==> src/rtl/serial_frame_ctrl_if.sv <==
// Bundle of the serial-side handshake and the parallel word outputs of
// serial_frame_ctrl. The source/consumer side uses master, the controller
// uses slave.
interface serial_frame_ctrl_if #(
    parameter int WORD_W = 8,
    parameter int CH_W   = 2,
    parameter int NUM_CH = 4
);
    logic              start;
    logic              sdin;
    logic              din_en;
    logic              abort;
    logic              ready;
    logic [WORD_W-1:0] dout;
    logic [CH_W-1:0]   dout_ch;
    logic              dout_valid;
    logic              dout_last;
    logic [NUM_CH-1:0] ch_sel;
    logic              busy;
    logic              done;
    logic              error;
    logic [1:0]        err_code;

    modport master (
        output start, sdin, din_en, abort,
        input  ready, dout, dout_ch, dout_valid, dout_last, ch_sel,
               busy, done, error, err_code
    );

    modport slave (
        input  start, sdin, din_en, abort,
        output ready, dout, dout_ch, dout_valid, dout_last, ch_sel,
               busy, done, error, err_code
    );
endinterface

==> src/rtl/serial_frame_ctrl.sv <==
// Bit-serial frame receiver: length header, channel header, then payload
// words, each emitted as a parallel word tagged with its channel. Header
// errors and abort park the controller in a sticky ERROR state that only a
// new start (or rst) leaves.
module serial_frame_ctrl #(
    parameter int WORD_W = 8,
    parameter int LEN_W  = 4,
    parameter int CH_W   = 2,
    parameter int NUM_CH = 4
) (
    input logic              clk,
    input logic              rst,
    serial_frame_ctrl_if.slave bus
);
    localparam int MAX_W = (WORD_W > LEN_W) ? ((WORD_W > CH_W) ? WORD_W : CH_W)
                                            : ((LEN_W > CH_W) ? LEN_W : CH_W);
    localparam int BC_W  = $clog2(MAX_W + 1);

    localparam logic [1:0] ERR_NONE  = 2'd0;
    localparam logic [1:0] ERR_LEN0  = 2'd1;
    localparam logic [1:0] ERR_CH    = 2'd2;
    localparam logic [1:0] ERR_ABORT = 2'd3;

    typedef enum logic [2:0] {
        S_IDLE,
        S_WAIT_REL,
        S_HDR_LEN,
        S_HDR_CH,
        S_CHECK,
        S_PAYLOAD,
        S_DONE,
        S_ERROR
    } state_t;

    state_t            state_q, state_d;
    logic [LEN_W-1:0]  len_q, len_d;
    logic [CH_W-1:0]   ch_q, ch_d;
    logic [WORD_W-1:0] word_q, word_d;
    logic [BC_W-1:0]   bit_cnt_q, bit_cnt_d;
    logic [LEN_W-1:0]  word_cnt_q, word_cnt_d;
    logic [WORD_W-1:0] dout_q, dout_d;
    logic [CH_W-1:0]   dout_ch_q, dout_ch_d;
    logic              dout_valid_q, dout_valid_d;
    logic              dout_last_q, dout_last_d;
    logic [1:0]        err_code_q, err_code_d;

    logic              ready;
    logic              accept;
    logic [LEN_W-1:0]  len_shift;
    logic [CH_W-1:0]   ch_shift;
    logic [WORD_W-1:0] word_shift;
    logic [LEN_W-1:0]  word_cnt_inc;
    logic              ch_bad;

    // Serial acceptance qualifier and the MSB-first shift candidates.
    always_comb begin
        ready        = (state_q == S_HDR_LEN) || (state_q == S_HDR_CH) ||
                       (state_q == S_PAYLOAD);
        accept       = ready && bus.din_en;
        len_shift    = LEN_W'({len_q, bus.sdin});
        ch_shift     = CH_W'({ch_q, bus.sdin});
        word_shift   = WORD_W'({word_q, bus.sdin});
        word_cnt_inc = word_cnt_q + LEN_W'(1);
        ch_bad       = {1'b0, ch_q} >= (CH_W + 1)'(NUM_CH);
    end

    // Next-state, header/payload assembly and word emission.
    always_comb begin
        state_d      = state_q;
        len_d        = len_q;
        ch_d         = ch_q;
        word_d       = word_q;
        bit_cnt_d    = bit_cnt_q;
        word_cnt_d   = word_cnt_q;
        dout_d       = dout_q;
        dout_ch_d    = dout_ch_q;
        dout_valid_d = 1'b0;
        dout_last_d  = 1'b0;
        err_code_d   = err_code_q;

        case (state_q)
            S_IDLE: begin
                if (bus.start) state_d = S_WAIT_REL;
            end
            S_WAIT_REL: begin
                bit_cnt_d = '0;
                if (!bus.start) state_d = S_HDR_LEN;
            end
            S_HDR_LEN: begin
                if (bus.abort) begin
                    state_d    = S_ERROR;
                    err_code_d = ERR_ABORT;
                end else if (accept) begin
                    len_d = len_shift;
                    if (bit_cnt_q == BC_W'(LEN_W - 1)) begin
                        bit_cnt_d = '0;
                        state_d   = S_HDR_CH;
                    end else begin
                        bit_cnt_d = bit_cnt_q + BC_W'(1);
                    end
                end
            end
            S_HDR_CH: begin
                if (bus.abort) begin
                    state_d    = S_ERROR;
                    err_code_d = ERR_ABORT;
                end else if (accept) begin
                    ch_d = ch_shift;
                    if (bit_cnt_q == BC_W'(CH_W - 1)) begin
                        bit_cnt_d = '0;
                        state_d   = S_CHECK;
                    end else begin
                        bit_cnt_d = bit_cnt_q + BC_W'(1);
                    end
                end
            end
            S_CHECK: begin
                // Abort first, then zero length, then channel range.
                if (bus.abort) begin
                    state_d    = S_ERROR;
                    err_code_d = ERR_ABORT;
                end else if (len_q == '0) begin
                    state_d    = S_ERROR;
                    err_code_d = ERR_LEN0;
                end else if (ch_bad) begin
                    state_d    = S_ERROR;
                    err_code_d = ERR_CH;
                end else begin
                    state_d    = S_PAYLOAD;
                    word_cnt_d = '0;
                    bit_cnt_d  = '0;
                    dout_ch_d  = ch_q;
                end
            end
            S_PAYLOAD: begin
                // Abort wins over a completing bit: no word is emitted.
                if (bus.abort) begin
                    state_d    = S_ERROR;
                    err_code_d = ERR_ABORT;
                end else if (accept) begin
                    word_d = word_shift;
                    if (bit_cnt_q == BC_W'(WORD_W - 1)) begin
                        bit_cnt_d    = '0;
                        dout_d       = word_shift;
                        dout_valid_d = 1'b1;
                        word_cnt_d   = word_cnt_inc;
                        if (word_cnt_inc == len_q) begin
                            dout_last_d = 1'b1;
                            state_d     = S_DONE;
                        end
                    end else begin
                        bit_cnt_d = bit_cnt_q + BC_W'(1);
                    end
                end
            end
            S_DONE: begin
                state_d = S_IDLE;
            end
            S_ERROR: begin
                if (bus.start) begin
                    state_d    = S_WAIT_REL;
                    err_code_d = ERR_NONE;
                end
            end
            default: begin
                state_d = S_IDLE;
            end
        endcase
    end

    // State and datapath registers; rst clears everything, data included.
    always_ff @(posedge clk) begin
        if (rst) begin
            state_q      <= S_IDLE;
            len_q        <= '0;
            ch_q         <= '0;
            word_q       <= '0;
            bit_cnt_q    <= '0;
            word_cnt_q   <= '0;
            dout_q       <= '0;
            dout_ch_q    <= '0;
            dout_valid_q <= 1'b0;
            dout_last_q  <= 1'b0;
            err_code_q   <= ERR_NONE;
        end else begin
            state_q      <= state_d;
            len_q        <= len_d;
            ch_q         <= ch_d;
            word_q       <= word_d;
            bit_cnt_q    <= bit_cnt_d;
            word_cnt_q   <= word_cnt_d;
            dout_q       <= dout_d;
            dout_ch_q    <= dout_ch_d;
            dout_valid_q <= dout_valid_d;
            dout_last_q  <= dout_last_d;
            err_code_q   <= err_code_d;
        end
    end

    // Status outputs decoded from the state, plus the one-hot channel select.
    always_comb begin
        bus.ready      = ready;
        bus.dout       = dout_q;
        bus.dout_ch    = dout_ch_q;
        bus.dout_valid = dout_valid_q;
        bus.dout_last  = dout_last_q;
        bus.busy       = (state_q != S_IDLE) && (state_q != S_ERROR);
        bus.done       = (state_q == S_DONE);
        bus.error      = (state_q == S_ERROR);
        bus.err_code   = err_code_q;
        for (int i = 0; i < NUM_CH; i++) begin
            bus.ch_sel[i] = ((state_q == S_PAYLOAD) || (state_q == S_DONE)) &&
                            (dout_ch_q == CH_W'(i));
        end
    end
endmodule

==> src/flat_wrapper.sv <==
// flat-port wrapper written by rule: the top's interface ports become plain ports
module serial_frame_ctrl_flat 
#(
    parameter int WORD_W = 8,
    parameter int LEN_W  = 4,
    parameter int CH_W   = 2,
    parameter int NUM_CH = 4
)
  (clk, rst, bus_start, bus_sdin, bus_din_en, bus_abort, bus_ready, bus_dout, bus_dout_ch, bus_dout_valid, bus_dout_last, bus_ch_sel, bus_busy, bus_done, bus_error, bus_err_code);
  serial_frame_ctrl_if #(.WORD_W(WORD_W), .CH_W(CH_W), .NUM_CH(NUM_CH)) bus_i ();
  input logic clk;
  input logic rst;
  input wire logic [$bits(bus_i.start)-1:0] bus_start;
  input wire logic [$bits(bus_i.sdin)-1:0] bus_sdin;
  input wire logic [$bits(bus_i.din_en)-1:0] bus_din_en;
  input wire logic [$bits(bus_i.abort)-1:0] bus_abort;
  output wire logic [$bits(bus_i.ready)-1:0] bus_ready;
  output wire logic [$bits(bus_i.dout)-1:0] bus_dout;
  output wire logic [$bits(bus_i.dout_ch)-1:0] bus_dout_ch;
  output wire logic [$bits(bus_i.dout_valid)-1:0] bus_dout_valid;
  output wire logic [$bits(bus_i.dout_last)-1:0] bus_dout_last;
  output wire logic [$bits(bus_i.ch_sel)-1:0] bus_ch_sel;
  output wire logic [$bits(bus_i.busy)-1:0] bus_busy;
  output wire logic [$bits(bus_i.done)-1:0] bus_done;
  output wire logic [$bits(bus_i.error)-1:0] bus_error;
  output wire logic [$bits(bus_i.err_code)-1:0] bus_err_code;
  assign bus_i.start = bus_start;
  assign bus_i.sdin = bus_sdin;
  assign bus_i.din_en = bus_din_en;
  assign bus_i.abort = bus_abort;
  assign bus_ready = bus_i.ready;
  assign bus_dout = bus_i.dout;
  assign bus_dout_ch = bus_i.dout_ch;
  assign bus_dout_valid = bus_i.dout_valid;
  assign bus_dout_last = bus_i.dout_last;
  assign bus_ch_sel = bus_i.ch_sel;
  assign bus_busy = bus_i.busy;
  assign bus_done = bus_i.done;
  assign bus_error = bus_i.error;
  assign bus_err_code = bus_i.err_code;
  serial_frame_ctrl #(.WORD_W(WORD_W), .LEN_W(LEN_W), .CH_W(CH_W), .NUM_CH(NUM_CH)) u_core (.clk(clk), .rst(rst), .bus(bus_i));
endmodule
==> config.mk <==
export PLATFORM = sky130hd
export DESIGN_NAME = serial_frame_ctrl_flat
export DESIGN_NICKNAME = d
export VERILOG_FILES = /design/src/rtl/serial_frame_ctrl_if.sv /design/src/rtl/serial_frame_ctrl.sv /design/src/flat_wrapper.sv
export SDC_FILE = /design/constraint.sdc
export NUM_CORES = 1
export LEC_CHECK = 0
export ABC_AREA = 1
export ABC_CLOCK_PERIOD_IN_PS = 1870
export BUFFER_PORTS_ARGS = -buffer_cell sky130_fd_sc_hd__buf_2
export CORE_ASPECT_RATIO = 1.2
export CORE_MARGIN = 5
export CORE_UTILIZATION = 57
export DETAILED_ROUTE_END_ITERATION = 8
export PLACE_DENSITY = 0.9
export REMOVE_ABC_BUFFERS = 1
export SYNTH_ARGS = -nofsm -noshare
export SYNTH_HDL_FRONTEND = slang
export SYNTH_SLANG_ARGS = --single-unit
==> constraint.sdc <==
create_clock -name clk -period 1.87 [get_ports clk]
set_clock_uncertainty 0.2 [all_clocks]
set_input_delay 0.374 -clock clk [delete_from_list [all_inputs] [get_ports clk]]
set_output_delay 0.374 -clock clk [all_outputs]
set_load 0.005 [all_outputs]
Word level (Yosys, flattened, before mapping)
Cells that the tools add are included.

cells by class
  add/subtract/negate cells = 2
  equality and inequality tests = 36
  mux-type cells = 38
  bitwise logic cells = 5
  reduce and logical (&&, ||, !) cells = 29

operators by type and width
  cell                                                                     number
  4-bit two-way mux                                                        14
  3-bit two-way mux                                                        13
  3-bit case mux with 7 select lines                                       1
  4-bit case mux with 5 select lines                                       1
  3-bit by 2-bit inequality test with 1-bit output, second input constant  6
  9-bit AND reduction                                                      2
  2-bit inequality test, second input constant                             7
  3-bit equality test, second input constant                               4
  2-bit by 1-bit inequality test with 1-bit output, second input constant  6
  3-bit AND reduction                                                      4
  2-bit two-way mux                                                        5
  3-bit inequality test, second input constant                             3
  4-bit by 1-bit adder with 4-bit output, second input constant            2
  4-bit case mux with 2 select lines                                       1
  4-bit AND reduction                                                      2
  3-bit by 2-bit equality test with 1-bit output, second input constant    2
  1-bit logical AND                                                        6
  2-bit case mux with 3 select lines                                       1
  6-bit AND reduction                                                      1
  3-bit nonzero test                                                       2
  1-bit inverter                                                           5
  5-bit nonzero test                                                       1
  5-bit OR reduction                                                       1
  2-bit equality test, second input constant                               2
  other kinds (15)                                                         18

word-level totals
  bits in registers = 38
  input bits = 6
  output and inout port bits = 22
  word-level logic and storage cells = 121

Longest topological paths before layout
  word-level depth = 7
  mapped depth = 12
  depth with buffers taken out = 12

Least setup slack after synthesis
OpenSTA, ideal clock, no wires.

  path kind = flip-flop to output port
  start = register u_core.state_q[0]
  end = output port bus_ch_sel[0]
  arrival = 1,132 ps
  path slack = 164 ps
  cell stages (with the launch flop) = 9
  path buffers = 1
  cells stage by stage = dfxtp_1 buf_4 inv_1 nand2_1 nor2_1 inv_1 nand2_1 inv_1 nor3_1

between the ends
  word-level cells in the longest chain between the ends = 3

ends and longest elaborated chain
  element                 line                      text
  start, declared         serial_frame_ctrl.sv:35   state_t state_q, state_d;
  start signal, assigned  serial_frame_ctrl.sv:186  state_q <= state_d;
  3-bit equality test     -
  via bus_done            flat_wrapper.sv:24        output wire logic [$bits(bus_i.done)-1:0] bus_done;
  1-bit logical OR        serial_frame_ctrl.sv:212  bus.ch_sel[i] = ((state_q == S_PAYLOAD) || (state_q == S_DONE)) &&
  1-bit logical AND       serial_frame_ctrl.sv:212
  end, declared           flat_wrapper.sv:22        output wire logic [$bits(bus_i.ch_sel)-1:0] bus_ch_sel;

The timed path passes the listed nets, and every way through them passes these cells.

Worst setup path in the final report
  start = register u_core.state_q[0]
  end = output port bus_ch_sel[0]

between the ends
  word-level cells in the longest chain between the ends = 3

ends and longest elaborated chain
  element                line
  3-bit equality test    serial_frame_ctrl.sv:212
  1-bit logical OR (*)   serial_frame_ctrl.sv:212
  1-bit logical AND (*)  serial_frame_ctrl.sv:212

Every way passes the cells marked *; elsewhere a longest branch is shown, timed or not.

==> results.tsv <==
metric	value	unit
share of the synthesized area in the top cell type	0.3674	
share of post-route cells with drive strength above 1	0.2957	
cell with the most instances after synthesis	nand2_1	
Antenna Nets Post-Route	0	
die area	4943	µm²
total gr overflow	0	
CP arrival	1310	ps
global placement routability congestion	0.9629	
clock latency on the worst-skew pair	300	ps
post-detailed-route DRC marker count	0	
Unique masters post-synth	23	
Ys Warns	0	
leakage	1.140	nW
nets@finish	353	
Clock Tree Root	clkbuf_8	
final setup fails	3	
Clock Tree Buf Depth	2	
worst path bufs/invs	4	
TritonCTS clock tree	yes	
Synth area leaders	dfxtp_1, nand2_1, nand3_1	
Avg WL per Cell	14.13	µm
f_max	529.7	MHz
CP dominant cell by count	inv_4	
crit path launch type	flip-flop	
Final min period	1888	ps
maximum vdd drop	736.6	µV
post-synthesis instance total	304	
Hold WC Path Type	in2reg	
Final Hold Viols	0	
register area share after synthesis	0.3674	
DR iter-0 viols	143	
max cap viols	0	
Crit Path Max Fanout	4	
PortBufs	27	
total track usage	0.2252	
Worst path max stage delay	370	ps
Power Dens Cells	1234	nW/µm²
Slew @ Worst Pin	357.1	ps
clock sinks	38	
number of enable flip-flop cells after synthesis	0	
initial antenna violation count	0	
num ports	28	
Crit path max-delay family	flip-flops	
Detailed Place HPWL	3.819	mm
first-pass GRT wire length	9.073	mm
Critical Path RT	1300	ps
Syn Area/Cell	6.812	µm²
Chip Width	65.02	µm
Core Rows	24	
failing checks	setup timing	
vias per cell	5.755	
DR pass1 iterations	5	
synthesized flop and latch total	38	
Max Transition Viols Final	0	
vias in the first global route	2097	
synthesized area	2071	µm²
design area	2534	µm²
area of the core	3573	µm²
final WL	5.425	mm
CTS Buf Count	5	
ANT cells	0	
area growth from synthesis to layout	22.36	%
critical path type	reg2out	
largest net degree at the start of global routing	23	
Primary FF master, synth	dfxtp_1	
final setup margin	-17.96	ps
Tcrit/Tclk final	1.010	
Yosys top cell by area	dfxtp_1	
status	finished with violations	
H-Tree Depth	2	
Vias	2210	
max_slew headroom	0.7601	
endpoint class of the critical path	output port	
Worst-path clk slew	80	ps
Fin Hold WS	128.6	ps
Post-synth ARST share	0	
Die Height	76.03	µm
Synth top cells by count	nand2_1, dfxtp_1, nand3_1	
Initial Utilization	0.5795	
Cell Chain, Critical Path	inv_4 -> nand2_4 -> nor2_4 -> inv_2 -> nand2_2 -> inv_4 -> nor3_4 -> buf_2	
unrepaired setup endpoints after global routing	true	
Area after DPL	2288	µm²
CTS Hold Bufs	0	
CP max-delay cell	dfxtp_4	
setup TNS	-32.91	ps
tightest hold or removal path, stage by stage:
cell and delay (ps):
buf_2 110, nand2_1 50, nand2_1 50
where the power goes:
part           switching, mW  total [mW]  internal, mW
combinational          0.805        1.27         0.465
clock                  0.313       0.847         0.535
sequential            0.0987        1.01         0.911
total                   1.22        3.13          1.91
worst paths after layout:
path | cells past startpoint | start | slack, ps | end
hold reg to reg | 2 | u_core.bus.dout[7] | 260 | u_core.bus.dout[7]
setup reg to reg | 10 | u_core.state_q[2] | 100 | u_core.state_q[0]
hold / removal | 3 | bus_sdin | 130 | u_core.bus.dout[0]
setup / recovery | 8 | u_core.state_q[0] | -20 | bus_ch_sel[0]
logic make-up after synthesis:
| family | share of synthesized area |
|---|---|
| AO/OA/AOI/OAI | 0.1462 |
| XOR/XNOR | 0.008461 |
| AND/OR/NAND/NOR | 0.3782 |
| buffers and inverters | 0.08157 |
| flip-flops | 0.3674 |
| adder cells (fa/ha/maj) | 0.01813 |
stage by stage:
stage	cells	util	worst slack, ps	power, mW
2_1_floorplan	299	-	153.3	1.821
3_3_place_gp	373	0.6404	57.10	2.118
3_5_place_dp	373	0.6404	28.61	2.140
4_1_cts	384	0.6954	-44.62	3.052
5_1_grt	384	0.7090	-110.8	3.304
6_report	384	0.7090	-17.96	3.127
cell type report:
class	count	area, µm²
fillers	260	1040
clock buffers	5	68.82
clock inverters	3	68.82
inverters	38	147.6
repair buffers	38	217.7
flip-flops and latches	38	774.5
well taps	39	48.80
multi-input cells	223	1207
layout by cell type (no fill, tap or decap), types with 3 or more instances in the layout:
| cell type | Yosys | layout |
|---|---|---|
| nand2_1 | 69 | 65 |
| nand3_1 | 34 | 34 |
| dfxtp_1 | 38 | 33 |
| a21oi_1 | 30 | 30 |
| inv_1 | 31 | 27 |
| buf_2 | 0 | 27 |
| o21ai_0 | 22 | 22 |
| nor2_1 | 22 | 19 |
| buf_4 | 2 | 11 |
| inv_2 | 7 | 9 |
| nand2_2 | 7 | 9 |
| nor2_2 | 6 | 7 |
| nor2_4 | 4 | 6 |
| nor3_1 | 9 | 5 |
| clkbuf_8 | 0 | 5 |
| nand2_4 | 2 | 4 |
| nand3_2 | 4 | 4 |
| nand4_1 | 4 | 4 |
| nor3_2 | 0 | 3 |
| a21oi_2 | 3 | 3 |
| dfxtp_4 | 0 | 3 |
state kept, by name (all words and copies together), names as in the netlist:
signal and flops:
u_core.bus.dout 8, u_core.state_q 3, u_core.word_cnt_q 4, u_core.len_q 4, u_core.bus.dout_last 1, u_core.bus.dout_ch 2
u_core.bus.dout_valid 1, u_core.bit_cnt_q 4, u_core.word_q 7, u_core.bus.err_code 2, u_core.ch_q 2
per-layer routing:
metal | vias to the layer above | track usage | share of wire
li1 | 1078 | - | -
met1 | 1011 | 0.2687 | 0.40
met2 | 97 | 0.3920 | 0.50
met3 | 24 | 0.04867 | 0.072
met4 | 0 | 0.07884 | 0.029
met5 | - | 0 | 0
repair_timing:
action	4_1_cts	5_1_grt
setup endpoints to repair	8	20
buffers inserted	3	0
pin swaps	2	1
endpoints found under the hold margin	0	0
resized for setup	17	14
(Power assumes the default switching activity.)
